## src/rtl/ps2_pkg.sv

```systemverilog
// Shared definitions for the PS/2 digit-entry block: Set-2 scan codes,
// receiver/decoder state encodings and the scan-code to digit map.
package ps2_pkg;

    localparam logic [7:0] SC_BREAK = 8'hF0;
    localparam logic [7:0] SC_EXT   = 8'hE0;
    localparam logic [7:0] SC_ENTER = 8'h5A;
    localparam logic [7:0] SC_BKSP  = 8'h66;

    localparam logic [7:0] SC_D0 = 8'h45;
    localparam logic [7:0] SC_D1 = 8'h16;
    localparam logic [7:0] SC_D2 = 8'h1E;
    localparam logic [7:0] SC_D3 = 8'h26;
    localparam logic [7:0] SC_D4 = 8'h25;
    localparam logic [7:0] SC_D5 = 8'h2E;
    localparam logic [7:0] SC_D6 = 8'h36;
    localparam logic [7:0] SC_D7 = 8'h3D;
    localparam logic [7:0] SC_D8 = 8'h3E;
    localparam logic [7:0] SC_D9 = 8'h46;

    typedef enum logic {
        RX_IDLE,
        RX_RECV
    } rx_state_e;

    typedef enum logic [1:0] {
        DEC_NORMAL,
        DEC_BREAK,
        DEC_EXT,
        DEC_EXT_BREAK
    } dec_state_e;

    typedef struct packed {
        logic       valid;
        logic [3:0] digit;
    } digit_t;

    function automatic digit_t digit_map(input logic [7:0] code);
        digit_t r;
        r.valid = 1'b1;
        r.digit = 4'd0;
        case (code)
            SC_D0:   r.digit = 4'd0;
            SC_D1:   r.digit = 4'd1;
            SC_D2:   r.digit = 4'd2;
            SC_D3:   r.digit = 4'd3;
            SC_D4:   r.digit = 4'd4;
            SC_D5:   r.digit = 4'd5;
            SC_D6:   r.digit = 4'd6;
            SC_D7:   r.digit = 4'd7;
            SC_D8:   r.digit = 4'd8;
            SC_D9:   r.digit = 4'd9;
            default: r.valid = 1'b0;
        endcase
        return r;
    endfunction

endpackage

```

## src/rtl/ps2_frame_rx.sv

```systemverilog
// PS/2 frame receiver: pin synchronizers, falling-edge detect,
// 11-bit frame capture with odd-parity/stop check and mid-frame timeout.
module ps2_frame_rx
    import ps2_pkg::*;
#(
    parameter int TIMEOUT_CYCLES = 100000,
    parameter int SYNC_STAGES    = 2
) (
    input  logic       clk,
    input  logic       rst,
    input  logic       ps2_clk_i,
    input  logic       ps2_data_i,
    output logic       code_valid_o,
    output logic [7:0] code_o,
    output logic       frame_err_o
);

    localparam int TW = $clog2(TIMEOUT_CYCLES + 1);

    logic [SYNC_STAGES-1:0] clk_sync_q;
    logic [SYNC_STAGES-1:0] data_sync_q;
    logic                   clk_prev_q;
    rx_state_e              state_q;
    logic [3:0]             bit_cnt_q;
    logic [7:0]             shift_q;
    logic                   parity_q;
    logic [TW-1:0]          tmo_q;
    logic                   code_valid_q;
    logic                   frame_err_q;
    logic [7:0]             code_q;

    logic clk_s;
    logic data_s;
    logic fall;
    logic frame_ok;

    assign clk_s    = clk_sync_q[SYNC_STAGES-1];
    assign data_s   = data_sync_q[SYNC_STAGES-1];
    assign fall     = clk_prev_q & ~clk_s;
    assign frame_ok = (^{shift_q, parity_q}) & data_s;

    always_ff @(posedge clk or posedge rst) begin
        if (rst) begin
            clk_sync_q  <= '1;
            data_sync_q <= '1;
            clk_prev_q  <= 1'b1;
        end else begin
            clk_sync_q  <= {clk_sync_q[SYNC_STAGES-2:0], ps2_clk_i};
            data_sync_q <= {data_sync_q[SYNC_STAGES-2:0], ps2_data_i};
            clk_prev_q  <= clk_s;
        end
    end

    always_ff @(posedge clk or posedge rst) begin
        if (rst) begin
            state_q      <= RX_IDLE;
            bit_cnt_q    <= '0;
            shift_q      <= '0;
            parity_q     <= 1'b0;
            tmo_q        <= '0;
            code_valid_q <= 1'b0;
            frame_err_q  <= 1'b0;
            code_q       <= '0;
        end else begin
            code_valid_q <= 1'b0;
            frame_err_q  <= 1'b0;
            unique case (state_q)
                RX_IDLE: begin
                    tmo_q <= '0;
                    if (fall && !data_s) begin
                        state_q   <= RX_RECV;
                        bit_cnt_q <= 4'd1;
                    end
                end
                RX_RECV: begin
                    if (fall) begin
                        tmo_q     <= '0;
                        bit_cnt_q <= bit_cnt_q + 4'd1;
                        if (bit_cnt_q <= 4'd8) begin
                            shift_q <= {data_s, shift_q[7:1]};
                        end else if (bit_cnt_q == 4'd9) begin
                            parity_q <= data_s;
                        end else begin
                            // stop edge: issue the code or flag the frame
                            state_q      <= RX_IDLE;
                            code_valid_q <= frame_ok;
                            frame_err_q  <= ~frame_ok;
                            code_q       <= shift_q;
                        end
                    end else if (tmo_q == TW'(TIMEOUT_CYCLES - 1)) begin
                        state_q     <= RX_IDLE;
                        frame_err_q <= 1'b1;
                        tmo_q       <= '0;
                    end else begin
                        tmo_q <= tmo_q + TW'(1);
                    end
                end
            endcase
        end
    end

    assign code_valid_o = code_valid_q;
    assign code_o       = code_q;
    assign frame_err_o  = frame_err_q;

endmodule

```

## src/rtl/ps2_digit_entry.sv

```systemverilog
// PS/2 digit entry: Set-2 make/break decoding and a 4-digit BCD
// accumulator with backspace and Enter-to-commit.
module ps2_digit_entry
    import ps2_pkg::*;
#(
    parameter int TIMEOUT_CYCLES = 100000,
    parameter int SYNC_STAGES    = 2
) (
    input  logic        clk,
    input  logic        rst,
    input  logic        PS2Clk,
    input  logic        PS2Data,
    output logic [15:0] userInt,
    output logic        ready,
    output logic [2:0]  digitCount,
    output logic        frameErr
);

    logic       code_valid;
    logic [7:0] code;
    logic       frame_err;
    digit_t     dm;

    dec_state_e  dec_q;
    logic [15:0] user_q;
    logic        ready_q;
    logic [2:0]  cnt_q;

    ps2_frame_rx #(
        .TIMEOUT_CYCLES(TIMEOUT_CYCLES),
        .SYNC_STAGES   (SYNC_STAGES)
    ) u_rx (
        .clk         (clk),
        .rst         (rst),
        .ps2_clk_i   (PS2Clk),
        .ps2_data_i  (PS2Data),
        .code_valid_o(code_valid),
        .code_o      (code),
        .frame_err_o (frame_err)
    );

    assign dm = digit_map(code);

    always_ff @(posedge clk or posedge rst) begin
        if (rst) begin
            dec_q   <= DEC_NORMAL;
            user_q  <= '0;
            ready_q <= 1'b0;
            cnt_q   <= '0;
        end else if (code_valid) begin
            unique case (dec_q)
                DEC_NORMAL: begin
                    unique case (1'b1)
                        code == SC_BREAK: dec_q <= DEC_BREAK;
                        code == SC_EXT:   dec_q <= DEC_EXT;
                        dm.valid: begin
                            if (ready_q) begin
                                user_q  <= {12'h000, dm.digit};
                                cnt_q   <= 3'd1;
                                ready_q <= 1'b0;
                            end else if (cnt_q < 3'd4) begin
                                user_q <= {user_q[11:0], dm.digit};
                                cnt_q  <= cnt_q + 3'd1;
                            end
                        end
                        code == SC_BKSP: begin
                            if (cnt_q != 3'd0 && !ready_q) begin
                                user_q <= user_q >> 4;
                                cnt_q  <= cnt_q - 3'd1;
                            end
                        end
                        code == SC_ENTER: begin
                            if (cnt_q == 3'd4) ready_q <= 1'b1;
                        end
                        default: ;
                    endcase
                end
                DEC_EXT: begin
                    dec_q <= (code == SC_BREAK) ? DEC_EXT_BREAK : DEC_NORMAL;
                end
                DEC_BREAK, DEC_EXT_BREAK: dec_q <= DEC_NORMAL;
            endcase
        end
    end

    assign userInt    = user_q;
    assign ready      = ready_q;
    assign digitCount = cnt_q;
    assign frameErr   = frame_err;

endmodule

```

## config.mk

```make
export PLATFORM = sky130hd
export DESIGN_NAME = ps2_digit_entry
export DESIGN_NICKNAME = d
export VERILOG_FILES = /design/src/rtl/ps2_pkg.sv /design/src/rtl/ps2_frame_rx.sv /design/src/rtl/ps2_digit_entry.sv
export SDC_FILE = /design/constraint.sdc
export NUM_CORES = 1
export LEC_CHECK = 0
export CAP_MARGIN = 30
export CORE_ASPECT_RATIO = 0.5
export CORE_UTILIZATION = 50
export CTS_CLUSTER_DIAMETER = 40
export DETAILED_ROUTE_END_ITERATION = 10
export PLACE_DENSITY = 0.69
export SLEW_MARGIN = 20
export SYNTH_ARGS = -nofsm -noshare
export SYNTH_HDL_FRONTEND = slang
export SYNTH_HIERARCHICAL = 1
export SYNTH_SLANG_ARGS = --single-unit
```

## constraint.sdc

```tcl
create_clock -name clk -period 2.4 [get_ports clk]
set_input_delay 0.36 -clock clk [delete_from_list [all_inputs] [get_ports clk]]
set_output_delay 0.36 -clock clk [all_outputs]
set_load 0.05 [all_outputs]
```

=== After elaboration in Yosys (flattened, before gate mapping) ===
Index checks and enable logic that the tools add are counted.

* Add/sub/neg operators: 4
* $lt $le $gt $ge: 2
* Equality and inequality tests: 26
* Mux-type cells: 36
* Bitwise gates (word level): 7
* Reduce and logical (&&, ||, !) cells: 18

{| class="wikitable"
|+ Operators by type and width
! kind !! number
|-
| 8-bit by 6-bit equality test with 1-bit output, second input constant || 6
|-
| 16-bit two-way mux || 3
|-
| 4-bit case mux with 9 select lines || 1
|-
| 17-bit two-way mux || 2
|-
| 17-bit case mux with 2 select lines || 1
|-
| 8-bit by 7-bit equality test with 1-bit output, second input constant || 4
|-
| 16-bit case mux with 2 select lines || 1
|-
| 17-bit by 1-bit adder with 17-bit output, second input constant || 1
|-
| 17-bit equality test, second input constant || 1
|-
| 8-bit by 5-bit equality test with 1-bit output, second input constant || 2
|-
| 8-bit equality test, second input constant || 2
|-
| 1-bit two-way mux || 16
|-
| 4-bit AND reduction || 3
|-
| 10-bit OR reduction || 1
|-
| 3-bit two-way mux || 3
|-
| 9-bit XOR reduction || 1
|-
| 4-bit two-way mux || 2
|-
| 4-bit case mux with 2 select lines || 1
|-
| 2-bit by 1-bit != test with 1-bit output, second input constant || 3
|-
| 2-bit case mux with 3 select lines || 1
|-
| 3-bit case mux with 2 select lines || 1
|-
| 1-bit NOT || 5
|-
| 5-bit AND reduction || 1
|-
| 4-bit by 1-bit adder with 4-bit output, second input constant || 1
|-
| 23 further kinds || 30
|}

* Register bits: 68
* Input port bits: 4
* Output and inout port bits: 21
* Word-level logic and storage cells: 108

=== Logic depth before layout (Yosys ltp) ===
Gate-level depths: netlist (run 1).

* Depth after elaboration: 7
* Depth in mapped cells: 9

=== Hierarchy ===
The synthesis (run 1) kept the hierarchy.

{| class="wikitable"
|+ Modules (own cells, without submodules)
! module !! instances !! cells each !! area an instance (um^2)
|-
| ps2_frame_rx || 1 || 183 || 2099.5
|-
| ps2_digit_entry || 1 || 169 || 1584.0
|}

=== Worst setup path before layout (run 1) ===
No wires, ideal clock.

* Kind: flip-flop to flip-flop
* Start: reg cnt_q[0] (netlist: digitCount[0])
* End: reg cnt_q[1] (netlist: digitCount[1])
* Setup time: 0.125 ns
* Arrival time: 2.050 ns
* Slack: 0.225 ns
* Cell stages (with the launch flop): 9
* Buffers on the path: 2
* Clock period less this slack: 2.175 ns
* Path through: dfrtp_1 -> inv_1 -> ha_1 -> a21o_1 -> a21oi_2 -> o21a_2 -> buf_6 -> buf_12 -> mux2_4

* Longest elaborated chain between the ends: 4

{| class="wikitable"
|+ RTL lines
! element !! RTL line !! text
|-
| start, declared || ps2_digit_entry.sv:27 || <nowiki>logic [2:0] cnt_q;</nowiki>
|-
| start signal, assigned || ps2_digit_entry.sv:63 || <nowiki>cnt_q <= cnt_q + 3'd1;</nowiki>
|-
| start signal, assigned || ps2_digit_entry.sv:69 || <nowiki>cnt_q <= cnt_q - 3'd1;</nowiki>
|-
| 3-bit by 1-bit adder with 3-bit output or 3-bit nonzero test (tied branches) || ps2_digit_entry.sv:63, ps2_digit_entry.sv:67 ||
|-
| 3-bit two-way mux or 1-bit logical AND (tied branches) || ps2_digit_entry.sv:61, ps2_digit_entry.sv:67 ||
|-
| 3-bit two-way mux or 2-bit by 1-bit != test with 1-bit output (tied branches) || n/a ||
|-
| 3-bit case mux with 2 select lines or 5-bit AND reduction (tied branches) || n/a ||
|}

Parallel ways exist; a longest one is shown, timed or not. The select of a mux whose other input is x is not followed.
A chain may end at the register's enable or synchronous reset.

=== Worst setup path after layout (run 1) ===
* Start: reg u_rx.code_q[4] (netlist: u_rx/code_o[4])
* End: reg user_q[11] (netlist: userInt[11])

* Longest elaborated chain between the ends: 5

{| class="wikitable"
|+ RTL lines
! element !! RTL line !! text
|-
| start, declared || ps2_frame_rx.sv:30 || <nowiki>logic [7:0] code_q;</nowiki>
|-
| start signal, assigned || ps2_frame_rx.sv:88 || <nowiki>code_q <= shift_q;</nowiki>
|-
| 8-bit by 7-bit equality test with 1-bit output (tied with other cells) || ps2_pkg.sv:42 || <nowiki>case (code)</nowiki>
|-
| 10-bit OR reduction (no source line) || n/a ||
|-
| 1-bit two-way mux || ps2_pkg.sv:42 ||
|-
| 3-bit by 1-bit != test with 1-bit output (no source line) or 2-bit nonzero test (tied branches) || n/a ||
|-
| 5-bit AND reduction (no source line) || n/a ||
|-
| end signal, assigned || ps2_digit_entry.sv:58 || <nowiki>user_q <= {12'h000, dm.digit};</nowiki>
|-
| end signal, assigned || ps2_digit_entry.sv:62 || <nowiki>user_q <= {user_q[11:0], dm.digit};</nowiki>
|-
| end signal, assigned || ps2_digit_entry.sv:68 || <nowiki>user_q <= user_q >> 4;</nowiki>
|-
| end, declared || ps2_digit_entry.sv:25 || <nowiki>logic [15:0] user_q;</nowiki>
|}

Parallel ways exist; a longest one is shown, timed or not.

==> summary.txt, run 1 <==
Power and ir drop
  • Pwr dens: 943 mW/mm2
  • Psw: around 1200 uW
  • Clk pwr share: between 30 and 40%
  • Int Pwr: around 3000 uW
  • Total design power: roughly 4200 uW
  • Leakage power: 0.00186 uW
  • Combinational share of power: 25.1%
  • Peak VDD IR: roughly 0.47 mV
  • Sequential share of power: 38.1%
  • Sw Ratio: between 20 and 30%

Worst setup path
  • Critical-path cell list: or3b_4, o41ai_4, a31o_1, o21a_2, buf_12, mux2_2
  • Crit. End Element: register
  • Critical path type: reg -> reg
  • CP Max Fanout: 14
  • Crit path depth: 6
  • Crit start category: register
  • CP required: 2.61 ns
  • CP max stage cell: or3b_4
  • Arrival time worst endpoint: around 2.5 ns
  • Worst Path Buf+Inv: 1
  • Top delay family on crit path: compound AO/OA/AOI/OAI gates
  • CP peak stage delay: 0.45 ns
  • Worst R2R Path Depth: 6

Synth
  • Syn Std Cell Area: between 0.003 and 0.004 mm2
  • Synth Instances: about 350
  • Syn_area_per_cell: between 10 and 15 um2
  • Synth Register Bits: between 60 and 70
  • Post-synth ARST share: 100%
  • Synth top area share: between 40% and 50%
  • Most frequent cell after synthesis: dfrtp_1
  • Post-Synth Adder-Cell Area: ~2.4%
  • Sequential share of the synthesized area: between 40% and 50%
  • Post-synthesis compound-gate area fraction: between 10% and 20%
  • Main combinational cell family by area after synthesis: simple AND/OR/NAND/NOR gates
  • YS warnings: 6
  • Synth cell count leaders: 63 x dfrtp_1, 33 x nand2_1, 25 x mux2_2
  • Synth area leaders: dfrtp_1 43%, mux2_2 7.6%, dfstp_2 3.6%
  • Post-synthesis mux area share: around 12%
  • EDFF count, synth: 0
  • Syn_nets: 363
  • Area leader, netlist: dfrtp_1
  • Most common flop cell mapped by yosys: dfrtp_1
  • Netlist cell types: 62
  • Synth Area in Simple Gates: 19.2%
  • Synth Area in XOR/XNOR: around 4.8%

Route
  • Detail Route Antenna Nets: 0
  • DRT iter0 DRCs: 120
  • WL final: 7.56 mm
  • Drt first pass iters: 4
  • DR WL/cell: approximately 16 um
  • Vias/cell: around 5.8
  • Drt drc: 0
  • Total number of vias: roughly 2800

Layout
  • Finished Layout Cells: approximately 480
  • Diode count: 0
  • Syn-to-layout area delta: 19.9%
  • Filler cells: between 500 and 600
  • Number of nets in the layout: a little under 400
  • Layout cell share with drive strength beyond 1: just under 20%

Global route
  • Tot GR Track Use: around 22%
  • Initial antenna violation count: 0
  • Vias in the first global route: 2769
  • Total grt overflow: 0
  • Largest net degree at the start of global routing: 29
  • Global-route wire length before repair: ~13 mm

Floorplanning
  • Core area: around 0.0069 mm2
  • Std cell rows: 21
  • Chip width: 123 um
  • Die area: ~0.0077 mm2
  • Starting Density: a little over half
  • I/O Pins: 25
  • Die Span Y: 62.7 um

CTS
  • Clock Pin Slew Worst Setup and Hold Paths: around 0.05 ns
  • Setup Buffers After CTS: 0
  • Clk_lat worst skew: between 0.3 and 0.4 ns
  • Longest Clk Path Bufs: 2
  • H-tree depth: 3
  • Num CTS Buffers: 9
  • Root Driver: clkbuf_16
  • Clock sink count: 68
  • TritonCTS clock tree: done
  • # hold bufs at CTS: 0
  • CTS resizes: 0

Timing
  • Final Cycle Share: between 90 and 100%
  • RSZ-0062 raised after global routing: false
  • Worst slew pin tran: just over 0.7 ns
  • Fmax: approximately 0.44 GHz
  • Final setup fails: 0
  • Setup tns final: 0 ns
  • Slew headroom: 51.4%
  • Final Hold Viols: 0
  • Minimum clock period: approximately 2.3 ns
  • Hold_ws: between 0.3 and 0.4 ns
  • Skew final: 0.00615 ns
  • Final Slew Violations: 0

Place
  • Gpl congestion: around 0.89
  • Port Buf Inserts: 24
  • Placed cells: approximately 470
  • HPWL after DPL: between 5 and 6 mm

Outcome
  • Run status: complete, no violations

Job
  • Max-Cap Viols: 0

Worst hold path
  • Worst hold stages: 0
  • HP Class: reg -> reg
-- power groups by stage --
stage,combinational (uW),clock (uW),sequential (uW)
finish,1050,1530,1590
global route,1150,1620,1620
CTS,1050,1560,1580
detailed placement,1040,0,1600
global placement,1000,0,1570
floorplan,847,0,1520
-- layout by cell type (no fill, tap or decap), drive strengths merged, types with 12 or more instances in the layout --
cell type | netlist | layout
dfrtp | 63 | 63
nand2 | 33 | 33
mux2 | 30 | 30
clkdlybuf4s50 | 0 | 24
nand3 | 20 | 20
nor2 | 19 | 19
inv | 19 | 18
o21ai | 17 | 17
a21oi | 14 | 14
buf | 6 | 12
clkbuf | 8 | 12
-- cells by family (layout without fill, tap and decap cells) --
| kind of cell | after synthesis | after routing |
|---|---|---|
| and+or+nand+nor | 130 | 130 |
| xor gates and xnor gates | 17 | 17 |
| muxes | 39 | 39 |
| buffers and inverters | 33 | 71 |
| adders and majority gates | 7 | 7 |
| DFF | 68 | 68 |
| AOI/OAI and AO/OA | 58 | 58 |
-- worst paths after layout --
kind                                              start                            end  slack, ns
min reg2reg                u_rx/clk_sync_q[0]$_DFF_PP1_   u_rx/clk_sync_q[1]$_DFF_PP1_       0.35
max in group asynchronous                           rst  u_rx/data_sync_q[1]$_DFF_PP1_       1.40
min in group asynchronous                           rst        u_rx/tmo_q[7]$_DFF_PP0_       0.40
max reg2reg                  u_rx/code_o[4]$_DFFE_PP0P_        userInt[11]$_DFFE_PP0P_       0.14
max                          u_rx/code_o[4]$_DFFE_PP0P_        userInt[11]$_DFFE_PP0P_       0.14
min                        u_rx/clk_sync_q[0]$_DFF_PP1_   u_rx/clk_sync_q[1]$_DFF_PP1_       0.35
-- cell type report --
| class | count | area, um2 | share of cell area [%] |
|---|---|---|---|
| Sequential cell | 68 | 1710 | 38.7 |
| Tap cell | 92 | 115 | 2.61 |
| Inverter | 19 | 71.3 | 1.62 |
| Clock buffer | 12 | 256 | 5.81 |
| Timing Repair Buffer | 36 | 355 | 8.05 |
| Multi-Input combinational cell | 251 | 1810 | 41.1 |
| Clock inverter | 4 | 95.1 | 2.15 |
-- per-layer routing --
| layer | GRT usage, % | vias up | share of wire, % | routed length (um) |
|---|---|---|---|---|
| met4 | 8.13 | 0 | 1.8 | 134 |
| met1 | 28.2 | 1378 | 45 | 3420 |
| met2 | 35.7 | 73 | 48 | 3650 |
| li1 | - | 1335 | - | - |
| met5 | 0 | - | 0 | 0 |
| met3 | 7.30 | 17 | 4.6 | 349 |
-- through the flow --
| stage | instance area [um2] | setup slack [ns] | util [%] |
|---|---|---|---|
| after floorplan | 3680 | 0.225 | - |
| after global placement | 4060 | 0.223 | 58.8 |
| after detailed placement | 4060 | 0.168 | 58.8 |
| after CTS | 4420 | 0.140 | 63.9 |
| after global routing | 4420 | 0.0360 | 63.9 |
| final | 4420 | 0.140 | 63.9 |
-- registers in the layout, summed over array words and instances (netlist names), 3 cells and up --
name / flops
u_rx/bit_cnt_q: 4
u_rx/code_o: 8
u_rx/shift_q: 8
userInt: 16
digitCount: 3
u_rx/tmo_q: 17
Power figures use the tool's default switching activity.
==> run 2, diff against run 1 <==
--- a/config.mk
+++ b/config.mk
@@ -5,6 +5,7 @@
 export SDC_FILE = /design/constraint.sdc
 export NUM_CORES = 1
 export LEC_CHECK = 0
+export ABC_CLOCK_PERIOD_IN_PS = 2400
 export CAP_MARGIN = 30
 export CORE_ASPECT_RATIO = 0.5
 export CORE_UTILIZATION = 50
==> results of run 2 <==
No change in the layout: final DEF, timing and power equal those of run 1.
